[src/rtl/pulse_train_pkg.sv]
// Shared state encoding and simulation helpers for pulse_train_gen.
package pulse_train_pkg;

    localparam int unsigned STATE_W = 2;

    typedef enum logic [STATE_W-1:0] {
        SIDLE = 2'd0,
        SHIGH = 2'd1,
        SLOW  = 2'd2,
        SDONE = 2'd3
    } state_t;

    // Readable state name for simulation display.
    function automatic string state_name(input state_t s);
        case (s)
            SIDLE:   return "SIDLE";
            SHIGH:   return "SHIGH";
            SLOW:    return "SLOW";
            SDONE:   return "SDONE";
            default: return "UNKNOWN";
        endcase
    endfunction

endpackage

[src/rtl/pulse_train_gen_phase_counter.sv]
// Loadable down-counter timing one high or low phase; zero_c flags the last cycle.
module phase_counter #(
    parameter int unsigned CNT_W = 8
) (
    input  logic             clk,
    input  logic             rst,
    input  logic             load,
    input  logic [CNT_W-1:0] load_val,
    input  logic             dec,
    output logic             zero_c
);

    logic [CNT_W-1:0] cnt;

    // Load takes priority over decrement; the counter holds at zero.
    always_ff @(posedge clk) begin
        if (rst) begin
            cnt <= '0;
        end else if (load) begin
            cnt <= load_val;
        end else if (dec && (cnt != '0)) begin
            cnt <= cnt - CNT_W'(1);
        end
    end

    assign zero_c = (cnt == '0);

endmodule

[src/rtl/pulse_train_gen.sv]
// Pulse train generator: NUM_PULSES pulses of HIGH_CYC clocks separated by
// LOW_CYC clocks, with busy/done handshake.
// Optional continuous mode (NUM_PULSES=0 repeats until STOP) when
// PULSE_TRAIN_CONTINUOUS_EN is defined.
module pulse_train_gen
    import pulse_train_pkg::*;
#(
    parameter int unsigned CNT_W = 8,
    parameter int unsigned NUM_W = 8
) (
    input  logic             CLK,
    input  logic             RST,
    input  logic             START,
    input  logic             STOP,
    input  logic [CNT_W-1:0] HIGH_CYC,
    input  logic [CNT_W-1:0] LOW_CYC,
    input  logic [NUM_W-1:0] NUM_PULSES,
    output logic             PULSE,
    output logic             BUSY,
    output logic             DONE,
    output logic [NUM_W-1:0] PULSE_IDX
);

    state_t           state;
    state_t           state_nxt;
    logic [CNT_W-1:0] high_sh;
    logic [CNT_W-1:0] low_sh;
    logic [NUM_W-1:0] num_sh;
    logic [NUM_W-1:0] idx_nxt;
    logic [NUM_W-1:0] idx_inc;
    logic             last_pulse;
    logic             zero_start;
    logic             cnt_load;
    logic [CNT_W-1:0] cnt_val;
    logic             cnt_dec;
    logic             cnt_zero;

    // Counter reload value for a phase; a zero length counts as one clock.
    function automatic logic [CNT_W-1:0] phase_last(input logic [CNT_W-1:0] len);
        return (len == '0) ? '0 : len - CNT_W'(1);
    endfunction

`ifdef PULSE_TRAIN_CONTINUOUS_EN
    // Captured count of zero never ends the train; the index saturates.
    assign idx_inc    = (PULSE_IDX == '1) ? PULSE_IDX : PULSE_IDX + NUM_W'(1);
    assign last_pulse = (num_sh != '0) && (idx_inc == num_sh);
    assign zero_start = 1'b0;
`else
    assign idx_inc    = PULSE_IDX + NUM_W'(1);
    assign last_pulse = (idx_inc == num_sh);
    assign zero_start = (NUM_PULSES == '0);
`endif

    phase_counter #(.CNT_W(CNT_W)) u_phase_counter (
        .clk      (CLK),
        .rst      (RST),
        .load     (cnt_load),
        .load_val (cnt_val),
        .dec      (cnt_dec),
        .zero_c   (cnt_zero)
    );

    // Next-state, pulse index and phase counter control.
    always_comb begin
        state_nxt = state;
        idx_nxt   = PULSE_IDX;
        cnt_load  = 1'b0;
        cnt_val   = '0;
        cnt_dec   = 1'b0;
        case (state)
            SIDLE: begin
                if (START) begin
                    idx_nxt = '0;
                    if (zero_start) begin
                        state_nxt = SDONE;
                    end else begin
                        state_nxt = SHIGH;
                        cnt_load  = 1'b1;
                        cnt_val   = phase_last(HIGH_CYC);
                    end
                end
            end
            SHIGH: begin
                if (cnt_zero) begin
                    // The pulse completes on this cycle even if STOP is present.
                    idx_nxt = idx_inc;
                    if (STOP || last_pulse) begin
                        state_nxt = SDONE;
                    end else begin
                        state_nxt = SLOW;
                        cnt_load  = 1'b1;
                        cnt_val   = phase_last(low_sh);
                    end
                end else if (STOP) begin
                    state_nxt = SDONE;
                end else begin
                    cnt_dec = 1'b1;
                end
            end
            SLOW: begin
                if (STOP) begin
                    state_nxt = SDONE;
                end else if (cnt_zero) begin
                    state_nxt = SHIGH;
                    cnt_load  = 1'b1;
                    cnt_val   = phase_last(high_sh);
                end else begin
                    cnt_dec = 1'b1;
                end
            end
            SDONE: begin
                state_nxt = SIDLE;
            end
            default: begin
                state_nxt = SIDLE;
            end
        endcase
    end

    // State, shadow registers and outputs decoded from the next state.
    always_ff @(posedge CLK) begin
        if (RST) begin
            state     <= SIDLE;
            high_sh   <= '0;
            low_sh    <= '0;
            num_sh    <= '0;
            PULSE_IDX <= '0;
            PULSE     <= 1'b0;
            BUSY      <= 1'b0;
            DONE      <= 1'b0;
        end else begin
            if ((state == SIDLE) && START) begin
                high_sh <= HIGH_CYC;
                low_sh  <= LOW_CYC;
                num_sh  <= NUM_PULSES;
            end
            state     <= state_nxt;
            PULSE_IDX <= idx_nxt;
            PULSE     <= (state_nxt == SHIGH);
            BUSY      <= (state_nxt == SHIGH) || (state_nxt == SLOW);
            DONE      <= (state_nxt == SDONE);
        end
    end

endmodule
[config.mk]
export PLATFORM = sky130hd
export DESIGN_NAME = pulse_train_gen
export DESIGN_NICKNAME = d
export VERILOG_FILES = /design/src/rtl/pulse_train_pkg.sv /design/src/rtl/pulse_train_gen_phase_counter.sv /design/src/rtl/pulse_train_gen.sv
export SDC_FILE = /design/constraint.sdc
export NUM_CORES = 1
export LEC_CHECK = 0
export CAP_MARGIN = 20
export CELL_PAD_IN_SITES_DETAIL_PLACEMENT = 1
export CELL_PAD_IN_SITES_GLOBAL_PLACEMENT = 2
export CORE_UTILIZATION = 32
export CTS_CLUSTER_DIAMETER = 50
export DETAILED_ROUTE_END_ITERATION = 8
export HOLD_SLACK_MARGIN = 0.06
export PLACE_DENSITY_LB_ADDON = 0.1
export SYNTH_ARGS = -nofsm -noshare
export SYNTH_HDL_FRONTEND = slang
export SYNTH_HIERARCHICAL = 1
export SYNTH_SLANG_ARGS = --single-unit
[constraint.sdc]
create_clock -name CLK -period 3.9 [get_ports CLK]
set_input_delay 0.975 -clock CLK [delete_from_list [all_inputs] [get_ports CLK]]
set_output_delay 0.975 -clock CLK [all_outputs]
set_load 0.01 [all_outputs]
== Yosys cells after proc, flatten, opt, wreduce, memory -nomap -nowiden ==
Cells that the tools add are included.

* Flip-flop bits (word level): 45
* Input port bits: 28
* Output and inout port bits: 11
* Word-level logic and storage cells: 72

* $add $sub $neg: 5
* Eq/ne operators: 9
* Multiplexer cells: 35
* Reduce and logical (&&, ||, !) cells: 14

{| class="wikitable"
|+ Operators with widths
! operator !! count
|-
| $mux 8 || 13
|-
| $logic_not 8->1 || 5
|-
| $sub 8x1->8 const B || 4
|-
| $pmux 8 s3 || 1
|-
| $pmux 8 s2 || 1
|-
| $mux 2 || 6
|-
| $mux 1 || 11
|-
| $add 8x1->8 const B || 1
|-
| $eq 2x2->1 const B || 4
|-
| $eq 8x8->1 || 1
|-
| $pmux 2 s4 || 1
|-
| $reduce_bool 8->1 || 1
|-
| $eq 2x1->1 const B || 2
|-
| $ne 2x2->1 const B || 2
|-
| $reduce_bool 2->1 || 2
|-
| $pmux 1 s3 || 1
|-
| $reduce_and 3->1 || 1
|-
| $logic_and 1x1->1 || 2
|-
| $logic_not 2->1 || 1
|-
| $logic_or 1x1->1 || 2
|-
| $pmux 1 s2 || 1
|}

== Logic depth before layout (Yosys ltp) ==
* Depth in word-level cells: 8
* Mapped depth: 12
* Gate-level depth less buffers: 12

== By module ==
Netlist, hierarchy kept.

{| class="wikitable"
|+ Modules (own cells, without submodules)
! module !! times used !! cells each !! area each (sq um) !! seq. area each (sq um)
|-
| pulse_train_gen || 1 || 308 || 2387.3 || 740.7
|-
| phase_counter || 1 || 59 || 515.5 || 160.2
|}

== Worst setup path before layout ==
Ideal clock, no wire load.

* Kind: register -> register
* Start: reg u_phase_counter.cnt[2]
* End: reg u_phase_counter.cnt[1]
* Library setup time: 0.134 ns
* Data arrival time: 2.884 ns
* Data required time: 3.766 ns
* Setup slack: 0.882 ns
* Cell stages (with the launch flop): 10
* Buffers on the path: 1
* Period minus slack after synthesis: 3.018 ns
* Path through: dfxtp_1 -> or4_4 -> nor4_1 -> nor2b_1 -> nand3b_1 -> o22ai_1 -> clkbuf_1 -> clkinv_1 -> nand4b_1 -> o211ai_1

* Elaborated cells between the ends (all ways): 17

{| class="wikitable"
|+ RTL lines
! element !! line !! source
|-
| start, declared || pulse_train_gen_phase_counter.sv:13 || <nowiki>logic [CNT_W-1:0] cnt;</nowiki>
|-
| start signal, assigned || pulse_train_gen_phase_counter.sv:20 || <nowiki>cnt <= load_val;</nowiki>
|-
| start signal, assigned || pulse_train_gen_phase_counter.sv:22 || <nowiki>cnt <= cnt - CNT_W'(1);</nowiki>
|-
| $logic_not 8->1 * || pulse_train_gen_phase_counter.sv:26 || <nowiki>assign zero_c = (cnt == '0);</nowiki>
|-
| named net cnt_zero || pulse_train_gen.sv:36 || <nowiki>logic cnt_zero;</nowiki>
|-
| $mux 1 || pulse_train_gen.sv:103 || <nowiki>end else if (cnt_zero) begin</nowiki>
|-
| $mux 1 || pulse_train_gen.sv:101 || <nowiki>if (STOP) begin</nowiki>
|-
| $pmux 1 s3 * || pulse_train_gen.sv:70 || <nowiki>case (state)</nowiki>
|-
| named net cnt_load || pulse_train_gen.sv:33 || <nowiki>logic cnt_load;</nowiki>
|-
| $mux 8 / $reduce_bool 2->1 (equally long branches) || n/a ||
|}

Mark *: on every way through the listed nets, which the timed path passes. The rest lies on a longest branch.
A chain may end at the register's enable or synchronous reset.

== Worst setup path after layout ==
Ends and elaborated chain as after synthesis.

==> impl_metrics.prom <==
# TYPE chip_impl_metric gauge
chip_impl_info{name="prevailing_post_synth_register_cell",value="dfxtp_1"} 1
chip_impl_metric{name="yosys_warnings",unit=""} 6
chip_impl_metric{name="worst_slew_margin_rel",unit="%"} 41.0
chip_impl_metric{name="design.die.area",unit="mm^2"} 0.00946
chip_impl_metric{name="irDropWorstVdd",unit="uV"} 162
chip_impl_metric{name="utilization",unit="%"} 39.9
chip_impl_metric{name="buffer_ports.inserted",unit=""} 38
chip_impl_metric{name="cts_hold_repair.buffers",unit=""} 0
chip_impl_metric{name="gr-usage-all-layers",unit="%"} 17.3
chip_impl_metric{name="hpwl_after_detailed_placement",unit="um"} 6070
chip_impl_metric{name="max_slew.worst_pin.slew",unit="ps"} 886
chip_impl_metric{name="final-max-slew-violation-count",unit=""} 0
chip_impl_metric{name="maxCapViolCount",unit=""} 0
chip_impl_metric{name="totalWireLength",unit="um"} 7980
chip_impl_metric{name="synthesis.instances",unit=""} 367
chip_impl_metric{name="floorplan.io_pins",unit=""} 39
chip_impl_metric{name="route.met3.wl",unit="um"} 175
chip_impl_metric{name="htree_num_levels",unit=""} 2
chip_impl_metric{name="finalSetupViolCount",unit=""} 0
chip_impl_info{name="crit_type",value="reg2reg"} 1
chip_impl_metric{name="hold_ws",unit="ps"} 477
chip_impl_metric{name="grt-ovfl-total",unit=""} 0
chip_impl_metric{name="seq_area",unit="um^2"} 901
chip_impl_metric{name="synth.cell_area",unit="mm^2"} 0.00290
chip_impl_metric{name="routed_wire_length_per_instance",unit="um"} 15.7
chip_impl_metric{name="worst_hold_path_cells",unit=""} 2
chip_impl_metric{name="route.layer.met1.wl",unit="um"} 4450
chip_impl_metric{name="layout.filler_cells",unit=""} 1073
chip_impl_info{name="topRoutingLayerUsed",value="met4"} 1
chip_impl_metric{name="postPlaceCellArea",unit="mm^2"} 0.00338
chip_impl_info{name="tritoncts",value="done"} 1
chip_impl_metric{name="drc_errors",unit=""} 0
chip_impl_metric{name="antenna_cells_inserted",unit=""} 0
chip_impl_info{name="worstHoldEndpoint",value="num_sh[0]"} 1
chip_impl_metric{name="max_clock_freq",unit="MHz"} 281
chip_impl_metric{name="postSynthNetCount",unit=""} 409
chip_impl_info{name="worstReg2RegEnd",value="u_phase_counter/cnt[1]"} 1
chip_impl_metric{name="timing.setup.tns",unit="ps"} 0
chip_impl_metric{name="drive_above_1_share",unit="%"} 7.23
chip_impl_info{name="holdCritPathClass",value="reg2reg"} 1
chip_impl_metric{name="vias_per_cell",unit=""} 5.19
chip_impl_metric{name="syn2layout_area_growth",unit="%"} 20.4
chip_impl_info{name="layout.cells.most_common_list",value="nand2_1, dfxtp_1, a21oi_1"} 1
chip_impl_metric{name="finalWorstPathRequiredPeriod",unit="ps"} 3550
chip_impl_metric{name="ctsResizeCount",unit=""} 0
chip_impl_info{name="hp-start",value="num_sh[0]"} 1
chip_impl_metric{name="hold_viol",unit=""} 0
chip_impl_metric{name="synth-seq-cells",unit=""} 45
chip_impl_metric{name="drt_first_iter_violations",unit=""} 75
chip_impl_metric{name="synth_enable_flop_cells",unit=""} 0
chip_impl_metric{name="dp.cells",unit=""} 501
chip_impl_metric{name="worstRegToRegCells",unit=""} 9
chip_impl_metric{name="worst-endpoint-required",unit="ps"} 4060
chip_impl_metric{name="std_cell_rows",unit=""} 34
chip_impl_metric{name="met2RoutedLength",unit="um"} 3280
chip_impl_metric{name="numCtsBuffers",unit=""} 5
chip_impl_metric{name="fin_nets",unit=""} 442
chip_impl_info{name="layout.cells.most_common",value="nand2_1"} 1
chip_impl_info{name="grt_setup_unrepaired",value="false"} 1
chip_impl_metric{name="floorplan.initialDensity",unit="%"} 33.1
chip_impl_metric{name="core",unit="mm^2"} 0.00876
chip_impl_metric{name="dieWidth",unit="um"} 97.2
chip_impl_metric{name="post_synth.cell_area_avg",unit="um^2"} 7.91
chip_impl_info{name="root_buffer",value="clkbuf_8"} 1
chip_impl_metric{name="critical_path_peak_fanout",unit=""} 11
chip_impl_metric{name="grt_start_max_net_pins",unit=""} 47
chip_impl_metric{name="cts_buffer_depth",unit=""} 2
chip_impl_metric{name="detailroute.via_count",unit=""} 2641
chip_impl_metric{name="power.density",unit="mW/mm^2"} 475
chip_impl_metric{name="grt_antenna_before_repair",unit=""} 0
chip_impl_metric{name="ant_nets",unit=""} 0
chip_impl_info{name="end_kind",value="flip-flop"} 1
chip_impl_info{name="worst_setup_path_start_kind",value="flip-flop"} 1
chip_impl_metric{name="firstDrtPassIters",unit=""} 4
chip_impl_metric{name="chip_height",unit="um"} 97.2
chip_impl_metric{name="post_synthesis_cell_type_count",unit=""} 59
chip_impl_info{name="regToRegStartpoint",value="u_phase_counter/cnt[2]"} 1
chip_impl_metric{name="tcrit_tclk_final",unit="%"} 91.1
chip_impl_metric{name="first_global_vias",unit=""} 2647
chip_impl_metric{name="synth-seq-area-share",unit="%"} 31.0
chip_impl_metric{name="gpl.final_weighted_congestion",unit=""} 0.803
chip_impl_metric{name="source_to_sink_clock_delay_at_the_later_pin_of_the_worst_skew_pair",unit="ps"} 300
chip_impl_metric{name="timing.reg2reg.setup_slack",unit="ps"} 350
chip_impl_metric{name="p_leak",unit="uW"} 0.00129
chip_impl_metric{name="filler_free_cell_count_of_the_finished_design",unit=""} 509
chip_impl_metric{name="postSynth.asyncResetShare",unit="%"} 0
chip_impl_info{name="result_of_the_run",value="complete, no violations"} 1
chip_impl_metric{name="first_pass_grt_wire_length",unit="um"} 13300
chip_impl_metric{name="clkTransAtPathRegs",unit="ps"} 80
chip_impl_metric{name="worstPathArrival",unit="ps"} 3710
chip_impl_metric{name="worst_clk_skew",unit="ps"} 11.3
chip_impl_metric{name="total_number_of_clock_tree_sinks",unit=""} 45
chip_impl_metric{name="multiInputGateArea",unit="mm^2"} 0.00187
chip_impl_metric{name="post-cts-setup-buffers",unit=""} 0
chip_impl_metric{name="final_design_area_no_fill",unit="mm^2"} 0.00349
[power by group]
part	internal, uW	switching (uW)
clock network	209	164
logic	309	385
registers	524	70.2
total	1040	619
[synth_stat cells (3+ instances only)]
library cell | count | area share (%)
o21ai_0 | 8 | 1.4
a211oi_1 | 3 | 0.78
and3_1 | 4 | 0.86
o32ai_1 | 4 | 1.2
or3_1 | 7 | 1.5
o22ai_1 | 7 | 1.5
nor3_1 | 8 | 1.4
mux2i_1 | 3 | 1.0
xnor2_1 | 14 | 4.2
inv_1 | 15 | 1.9
nand3_1 | 6 | 1.0
dfxtp_1 | 45 | 31
nand2b_1 | 5 | 1.1
nor2_1 | 23 | 3.0
a21o_1 | 4 | 1.0
nor4_1 | 4 | 0.86
xor2_1 | 12 | 3.6
or4_1 | 4 | 1.0
clkbuf_1 | 11 | 1.4
a21oi_1 | 41 | 7.1
nand2_1 | 61 | 7.9
ha_1 | 14 | 6.0
nor3b_1 | 5 | 1.3
nor2b_1 | 6 | 1.3
a2bb2oi_1 | 7 | 2.1
or3_2 | 3 | 0.78
[worst max path at each step]
| stage | endpoint | slack (ps) | depth (start not counted) | start |
|---|---|---|---|---|
| 6_report | u_phase_counter/cnt[1] | 350 | 9 | u_phase_counter/cnt[2] |
| 4_1_cts | u_phase_counter/cnt[1] | 380 | 9 | u_phase_counter/cnt[2] |
| 5_1_grt | u_phase_counter/cnt[1] | 30 | 9 | u_phase_counter/cnt[2] |
| 3_3_place_gp | u_phase_counter/cnt[1] | 380 | 7 | NUM_PULSES[3] |
| 2_1_floorplan | u_phase_counter/cnt[1] | 880 | 9 | u_phase_counter/cnt[2] |
| 3_5_place_dp | u_phase_counter/cnt[1] | 280 | 7 | NUM_PULSES[3] |
[state kept, by name (all words and copies together) (netlist names)]
register,flops
PULSE_IDX,8
state,2
BUSY,1
u_phase_counter/cnt,8
DONE,1
low_sh,8
PULSE,1
num_sh,8
high_sh,8
[routing by layer]
| metal | GRT usage (%) | vias to the layer above |
|---|---|---|
| met5 | 0 | - |
| met4 | 3.73 | 0 |
| met3 | 2.45 | 6 |
| met2 | 25.5 | 33 |
| met1 | 26.4 | 1232 |
| li1 | - | 1370 |
[cells by family after synthesis]
family | count (synthesis) | synth area share (%)
and+or+nand+nor | 155 | 28.2
AOI/OAI and AO/OA | 91 | 20.9
DFF | 45 | 31.0
buffers and inverters | 32 | 4.48
xor gates and xnor gates | 26 | 7.84
adders and majority gates | 14 | 6.03
muxes | 4 | 1.42
[per-stage QoR]
stage                     setup WS (ps)  power (uW)
after floorplan                     882        1100
final                               345        1660
after global routing               31.4        1790
after CTS                           382        1690
after global placement              382        1300
after detailed placement            279        1300
[worst max-delay path, cell delays in order, from the launching register on]
cell	delay, ps
dfxtp_1	370
or4_4	600
nor4_1	230
buf_4	220
nor2b_1	270
nand3b_1	240
o22ai_1	690
clkinv_1	480
nand4b_1	220
o211ai_1	100
[area by class of cell]
type | count | share of cell area [%]
sequential | 45 | 25.8
inverter | 16 | 1.72
tap | 108 | 3.87
multi-input combinational | 290 | 53.6
clock buffer | 7 | 2.47
timing repair buffer | 42 | 11.7
clock inverter | 1 | 0.859
Note: power is estimated with default switching activity, not from simulation.
